File: config.mk
export PLATFORM = sky130hd
export DESIGN_NAME = regfile_multiport
export DESIGN_NICKNAME = d
export VERILOG_FILES = /design/src/rtl/rv_regfile_pkg.sv /design/src/rtl/reg_scoreboard.sv /design/src/rtl/regfile_multiport.sv
export SDC_FILE = /design/constraint.sdc
export NUM_CORES = 2
export LEC_CHECK = 0
export CELL_PAD_IN_SITES_DETAIL_PLACEMENT = 1
export CELL_PAD_IN_SITES_GLOBAL_PLACEMENT = 2
export CORE_UTILIZATION = 45
export DETAILED_ROUTE_END_ITERATION = 8
export PLACE_DENSITY_LB_ADDON = 0.25
export SLEW_MARGIN = 20
export SYNTH_ARGS = -nofsm -noshare
export SYNTH_HDL_FRONTEND = slang
export SYNTH_SLANG_ARGS = --single-unit
export TNS_END_PERCENT = 5
File: constraint.sdc
create_clock -name clk -period 4.8 [get_ports clk]
set_input_delay 1.2 -clock clk [delete_from_list [all_inputs] [get_ports clk]]
set_output_delay 1.2 -clock clk [all_outputs]
set_load 0.05 [all_outputs]
File: src/rtl/rv_regfile_pkg.sv
// Shared constants, register types and the write-port priority helper for the register file.
// Pure declarations: no latency, no flow control.
package rv_regfile_pkg;

  localparam int REG_ZERO   = 0;
  localparam int ADDR_W_MAX = 8;   // widest address any configuration may use
  localparam int DATA_W     = 32;
  localparam int MAX_WRITE  = 2;

  typedef logic [ADDR_W_MAX-1:0] reg_addr_t;
  typedef logic [DATA_W-1:0]     reg_data_t;

  typedef struct packed {
    logic hit;
    logic port;
  } wr_hit_t;

  // Later ports overwrite earlier matches, so the highest-index enabled port wins.
  function automatic wr_hit_t wr_hit(input logic [MAX_WRITE-1:0] en,
                                     input reg_addr_t [MAX_WRITE-1:0] wa,
                                     input reg_addr_t a);
    wr_hit_t h;
    h = '0;
    for (int i = 0; i < MAX_WRITE; i++) begin
      if (en[i] && wa[i] == a) begin
        h.hit  = 1'b1;
        h.port = 1'(i);
      end
    end
    return h;
  endfunction

endpackage

File: src/rtl/reg_scoreboard.sv
// Pending-producer scoreboard: issue sets, writeback clears, and a same-cycle set beats the clear.
// State updates at the edge; rbusy is combinational from ra/write ports only, no backpressure.
module reg_scoreboard
  import rv_regfile_pkg::*;
#(
  parameter int REG_COUNT = 32,
  parameter int ADR_WIDTH = 5,
  parameter int NUM_READ  = 2,
  parameter int NUM_WRITE = 2,
  parameter int BYPASS    = 1
) (
  input  logic                                clk,
  input  logic                                rst,
  input  logic                                iss_valid,
  input  logic [ADR_WIDTH-1:0]                iss_rd,
  input  logic [NUM_WRITE-1:0]                we,
  input  logic [NUM_WRITE-1:0][ADR_WIDTH-1:0] wa,
  input  logic [NUM_READ-1:0][ADR_WIDTH-1:0]  ra,
  output logic [NUM_READ-1:0]                 rbusy
);

  logic [REG_COUNT-1:0] pending;

  // we arrives pre-qualified (nonzero, in-range), so the clears need no extra address checks.
  always_ff @(posedge clk) begin
    if (rst) begin
      pending <= '0;
    end else begin
      for (int i = 0; i < NUM_WRITE; i++) begin
        if (we[i]) pending[wa[i]] <= 1'b0;
      end
      if (iss_valid && iss_rd != ADR_WIDTH'(REG_ZERO) && int'(iss_rd) < REG_COUNT)
        pending[iss_rd] <= 1'b1;
    end
  end

  always_comb begin
    rbusy = '0;
    for (int j = 0; j < NUM_READ; j++) begin
      if (ra[j] != ADR_WIDTH'(REG_ZERO) && int'(ra[j]) < REG_COUNT) begin
        rbusy[j] = pending[ra[j]];
        if (BYPASS != 0) begin
          for (int i = 0; i < NUM_WRITE; i++) begin
            if (we[i] && wa[i] == ra[j]) rbusy[j] = 1'b0;
          end
        end
      end
    end
  end

endmodule

File: src/rtl/regfile_multiport.sv
// Multi-port integer register file with fixed write priority, optional write-to-read bypass and RAW scoreboard.
// Reads are zero-latency combinational, writes land at the edge; no backpressure on any port.
module regfile_multiport
  import rv_regfile_pkg::*;
#(
  parameter int REG_COUNT = 32,
  parameter int REG_WIDTH = 32,
  parameter int ADR_WIDTH = 5,
  parameter int NUM_READ  = 2,
  parameter int NUM_WRITE = 2,
  parameter int BYPASS    = 1,
  parameter int A0_IDX    = 10
) (
  input  logic                                clk,
  input  logic                                rst,
  input  logic [NUM_WRITE-1:0]                we,
  input  logic [NUM_WRITE-1:0][ADR_WIDTH-1:0] wa,
  input  logic [NUM_WRITE-1:0][REG_WIDTH-1:0] wd,
  input  logic [NUM_READ-1:0][ADR_WIDTH-1:0]  ra,
  output logic [NUM_READ-1:0][REG_WIDTH-1:0]  rd,
  output logic [NUM_READ-1:0]                 rbusy,
  input  logic                                iss_valid,
  input  logic [ADR_WIDTH-1:0]                iss_rd,
  output logic [REG_WIDTH-1:0]                a0
);

  if (2**ADR_WIDTH < REG_COUNT) begin : g_chk_adr
    $error("ADR_WIDTH too narrow for REG_COUNT");
  end
  if (ADR_WIDTH > ADDR_W_MAX) begin : g_chk_adr_max
    $error("ADR_WIDTH exceeds reg_addr_t");
  end
  if (NUM_READ < 1 || NUM_READ > 4) begin : g_chk_rd
    $error("NUM_READ must be 1..4");
  end
  if (NUM_WRITE < 1 || NUM_WRITE > MAX_WRITE) begin : g_chk_wr
    $error("NUM_WRITE must be 1..2");
  end
  if (A0_IDX < 0 || A0_IDX >= REG_COUNT) begin : g_chk_a0
    $error("A0_IDX out of range");
  end

  logic [REG_WIDTH-1:0]       regs [REG_COUNT];
  logic [NUM_WRITE-1:0]       wr_ok;
  logic [MAX_WRITE-1:0]       hit_en;
  reg_addr_t [MAX_WRITE-1:0]  hit_adr;
  wr_hit_t [NUM_READ-1:0]     rd_hit;

  // Writes to x0 or beyond REG_COUNT are dropped here, so storage, bypass and scoreboard all agree.
  always_comb begin
    wr_ok   = '0;
    hit_en  = '0;
    hit_adr = '0;
    for (int i = 0; i < NUM_WRITE; i++) begin
      wr_ok[i]   = we[i] && wa[i] != ADR_WIDTH'(REG_ZERO) && int'(wa[i]) < REG_COUNT;
      hit_en[i]  = wr_ok[i];
      hit_adr[i] = reg_addr_t'(wa[i]);
    end
  end

  always_ff @(posedge clk) begin
    if (rst) begin
      for (int k = 0; k < REG_COUNT; k++) regs[k] <= '0;
    end else begin
      for (int i = 0; i < NUM_WRITE; i++) begin
        if (wr_ok[i]) regs[wa[i]] <= wd[i];
      end
    end
  end

  always_comb begin
    rd     = '0;
    rd_hit = '0;
    for (int j = 0; j < NUM_READ; j++) begin
      rd_hit[j] = wr_hit(hit_en, hit_adr, reg_addr_t'(ra[j]));
      if (ra[j] != ADR_WIDTH'(REG_ZERO) && int'(ra[j]) < REG_COUNT) begin
        if (BYPASS != 0 && rd_hit[j].hit) rd[j] = wd[rd_hit[j].port];
        else                              rd[j] = regs[ra[j]];
      end
    end
  end

  assign a0 = regs[A0_IDX];

  reg_scoreboard #(
    .REG_COUNT (REG_COUNT),
    .ADR_WIDTH (ADR_WIDTH),
    .NUM_READ  (NUM_READ),
    .NUM_WRITE (NUM_WRITE),
    .BYPASS    (BYPASS)
  ) u_scoreboard (
    .clk       (clk),
    .rst       (rst),
    .iss_valid (iss_valid),
    .iss_rd    (iss_rd),
    .we        (wr_ok),
    .wa        (wa),
    .ra        (ra),
    .rbusy     (rbusy)
  );

endmodule

==> impl_table.tex <==
\begin{tabular}{lr}
\hline
Metric & Value \\
\hline
\multicolumn{2}{l}{\textbf{STA}} \\
Highest clock frequency the design can meet & 206 MHz \\
Slew Limit Fails & 0 \\
Setup repair after global routing missed its margin & yes \\
Slew at the pin closest to its max-slew limit & 1.09 ns \\
Final setup violating endpoints & 4 \\
Final period util & 1.01 \\
Count of final hold-check violations & 0 \\
Final TNS setup & -0.0990 ns \\
Worst slew margin relative to its limit & 0.268 \\
Min cycle time layout & 4.86 ns \\
Worst Setup Slack, final & -0.0643 ns \\
Final setup skew & 0 ns \\
\multicolumn{2}{l}{\textbf{Synthesis}} \\
Number of unique standard cell types used by synthesis & 59 \\
Adder-cell share of the synthesized area & 0 \\
Ys async rst share & 0 \\
Cell accounting for the most synthesized area & edfxtp\_1 \\
Largest family of logic cells by synthesized area & compound AO/OA/AOI/OAI gates \\
Post-synthesis sequential element count & 1056 \\
Fraction of the mapped netlist area in compound gates & 0.213 \\
Synth top cells by count & edfxtp\_1, a22o\_1, mux2\_2 \\
Instance count of the mapped netlist & 4756 \\
Count of flip-flops with a built-in enable after synthesis & 1024 \\
Area share of the leading cell type in the synthesized netlist & 0.490 \\
Xor and xnor fraction of the mapped netlist area & 0.00279 \\
Most common cell in the netlist & edfxtp\_1 \\
Mean instance size in the synthesized netlist & 13.2 sq um \\
Netlist area before placement & 62700 sq um \\
Post-synthesis mux area share & 0.190 \\
Dominant register cell in the synthesized netlist & edfxtp\_1 \\
Fraction of the mapped netlist area in simple logic gates & 0.0420 \\
Sequential area share after synthesis & 0.501 \\
Cell types occupying the most area after synthesis & edfxtp\_1, a22o\_1, mux4\_2 \\
Yosys warning total & 0 \\
\multicolumn{2}{l}{\textbf{Floorplan}} \\
Area of the die & 141000 sq um \\
Top Ports & 192 \\
Vertical extent of the die & 375 um \\
Die Width & 375 um \\
Core outline area & 138000 sq um \\
Count of standard-cell rows & 136 \\
Initial standard-cell utilization of the core & 0.455 \\
\multicolumn{2}{l}{\textbf{Global routing}} \\
GR Util All Layers & 0.396 \\
Vias in the first global route & 53000 \\
Initial antenna violation count & 3 \\
First-pass GRT wire length & 398000 um \\
Pin count of the biggest net entering global routing & 61 \\
Overall overflow remaining after global route & 0 \\
\multicolumn{2}{l}{\textbf{Pwr}} \\
Power share of the clock group & 0.356 \\
Ratio of total power to cell area & 327 nW/um\^{}2 \\
Leakage & 26.6 nW \\
Sw Pwr & 0.00725 W \\
Switching part of the total power & 0.290 \\
Cell internal power dissipation & 0.0177 W \\
Combinational share of power & 0.203 \\
Worst supply voltage drop on vdd & 0.000302 V \\
Sequential share of power & 0.441 \\
\multicolumn{2}{l}{\textbf{Run status}} \\
Status & finished with violations \\
Failing checks & setup timing \\
\multicolumn{2}{l}{\textbf{CTS}} \\
Maximum clock path buffer count & 3 \\
CTS hold repair buffers & 0 \\
Clock network latency to the later pin of the worst-skew pair & 0.74 ns \\
Clock sink count & 1056 \\
Number of CTS-inserted buffers & 115 \\
H-tree lvl count & 3 \\
Clock tree from TritonCTS & built \\
CTS root buffer & clkbuf\_16 \\
Clock-pin slew of the registers on the worst-case setup and hold paths & 0.06 ns \\
\multicolumn{2}{l}{\textbf{Route}} \\
Routed Antenna Nets & 0 \\
Number of vias per cell & 7.53 \\
First-pass detailed-route iteration total & 6 \\
Routed length per instance & 41.0 um \\
Number of DRC violations after detailed routing & 0 \\
Initial DRC count & 7740 \\
Detailed Route WL & 284000 um \\
Total number of vias & 52200 \\
\multicolumn{2}{l}{\textbf{Cells and area}} \\
Net count reported at finish & 5134 \\
Post-synthesis to final-layout area growth & 21.6\% \\
Layout cell share with drive strength beyond 1 & 0.374 \\
Final std cells w/o fill & 6931 \\
\multicolumn{2}{l}{\textbf{Placement}} \\
Instance count after placement with tap cells included & 6683 \\
Port buffer count & 191 \\
Global placement routability congestion & 0.955 \\
Half-perimeter wire length of the detailed placement result & 183000 um \\
\multicolumn{2}{l}{\textbf{Critical path}} \\
CP Launch Type & input pin \\
Worst reg2reg path endpoint & u\_scoreboard.pending[15] \\
Arrival time reported for the critical path endpoint & 3.66 ns \\
Data required, critical path & 3.60 ns \\
Beginning of the worst register-to-register path & u\_scoreboard.pending[15] \\
Internal reg-to-reg setup slack & 3.94 ns \\
Critical Path End Type & primary output \\
Critical path class & input pin to primary output \\
Max FO, Critical Path & 13 \\
R2R cell count & 2 \\
\multicolumn{2}{l}{\textbf{Run}} \\
Max-cap violations & 0 \\
\multicolumn{2}{l}{\textbf{Min path}} \\
Min-Delay Path Class & flop to flop \\
Cell count of the worst hold path & 1 \\
Startpoint of the tightest hold check path & u\_scoreboard.pending[0] \\
Worst hold endpoint & u\_scoreboard.pending[0] \\
\hline
\end{tabular}
==> power groups by stage <==
stage | logic [W] | registers, W | clock network, W
3_3_place_gp | 0.00471 | 0.0111 | 0
4_1_cts | 0.00486 | 0.0110 | 0.00891
2_1_floorplan | 0.00250 | 0.0111 | 0
6_report | 0.00508 | 0.0110 | 0.00889
3_5_place_dp | 0.00475 | 0.0112 | 0
5_1_grt | 0.00517 | 0.0110 | 0.00919
==> layout by cell type, fill, tap and decap left out, types with 21 or more instances in the layout <==
| cell | Yosys | routed |
|---|---|---|
| a2111oi_4 | 0 | 31 |
| a21oi_1 | 29 | 29 |
| conb_1 | 1 | 32 |
| buf_12 | 0 | 187 |
| nor3_2 | 2 | 49 |
| edfxtp_1 | 1024 | 1024 |
| mux2_2 | 496 | 496 |
| clkbuf_1 | 408 | 28 |
| clkdlybuf4s50_1 | 0 | 104 |
| nand2_1 | 130 | 111 |
| a22o_1 | 992 | 992 |
| o22ai_1 | 248 | 246 |
| nor2_1 | 123 | 91 |
| mux2i_1 | 36 | 36 |
| a22oi_1 | 141 | 127 |
| mux4_2 | 264 | 264 |
| clkinv_1 | 0 | 29 |
| o221ai_1 | 78 | 67 |
| buf_4 | 22 | 536 |
| dfxtp_1 | 32 | 32 |
| a2111oi_2 | 56 | 31 |
| clkbuf_16 | 0 | 116 |
| nor3_1 | 174 | 125 |
| clkinv_2 | 0 | 21 |
==> kinds of logic after synthesis <==
| group | after synthesis |
|---|---|
| compound gates | 1588 |
| xor+xnor | 20 |
| buf+inv | 746 |
| flops | 1056 |
| mux | 796 |
| other cells | 1 |
| simple gates | 549 |
==> state kept, by name (all words and copies together), names as in the netlist <==
signal	flops
u_scoreboard.pending	32
regs	1024
==> worst max-delay path, cell delays in order <==
cell	delay, ns
buf_8	0.18
buf_12	0.20
buf_12	0.15
or2_4	0.27
buf_4	0.27
o22ai_1	0.17
nor3_1	0.57
a2111oi_4	0.08
buf_4	0.19
nor2_1	0.17
buf_12	0.17
==> layout make-up <==
| class | count | area (sq um) |
|---|---|---|
| antenna | 1 | 2.50 |
| clock buffer | 148 | 3060 |
| clock inverter | 65 | 552 |
| fill | 13100 | 61600 |
| inverter | 15 | 56.3 |
| multi-input combinational | 2985 | 29500 |
| sequential | 1056 | 31400 |
| tap | 1794 | 2240 |
| timing repair buffer | 867 | 9400 |
==> worst max path at each step <==
stage               startpoint  slack (ns)  cells past startpoint      to
floorplan                wa[2]       -0.06                      7  rd[30]
detailed placement       wa[5]       -0.44                      9  rd[54]
finish                   ra[5]       -0.06                     11  rd[56]
global placement         wa[5]       -0.39                      9  rd[54]
CTS                      wa[2]       -0.05                     11   rd[2]
global route             ra[0]       -0.05                      9  rd[22]
==> per-stage QoR <==
| step | total power, W | util | setup slack (ns) | instance area (sq um) | hold WS (ns) |
|---|---|---|---|---|---|
| 3_5_place_dp | 0.0159 | 0.518 | -0.442 | 71300 | 0.477 |
| 3_3_place_gp | 0.0158 | 0.518 | -0.392 | 71300 | 0.460 |
| 4_1_cts | 0.0247 | 0.549 | -0.0493 | 75700 | 0.492 |
| 2_1_floorplan | 0.0136 | - | -0.0588 | 62800 | 0.451 |
| 6_report | 0.0250 | 0.553 | -0.0643 | 76200 | 0.495 |
| 5_1_grt | 0.0254 | 0.553 | -0.0461 | 76200 | 0.505 |
==> layer usage <==
layer	routed length (um)	track usage	vias up
met5	14	0	-
met4	14100	0.195	2
met3	38500	0.122	905
met2	128000	0.605	4125
met1	104000	0.511	27000
li1	-	-	20200
==> what timing repair did <==
item,4_1_cts,5_1_grt
buffers inserted,22,10
endpoints found under the setup margin,65,63
pin swaps,10,19
endpoints found under the hold margin,0,0
gates resized for setup,73,83
cloned,3,0
(Power assumes the default switching activity.)
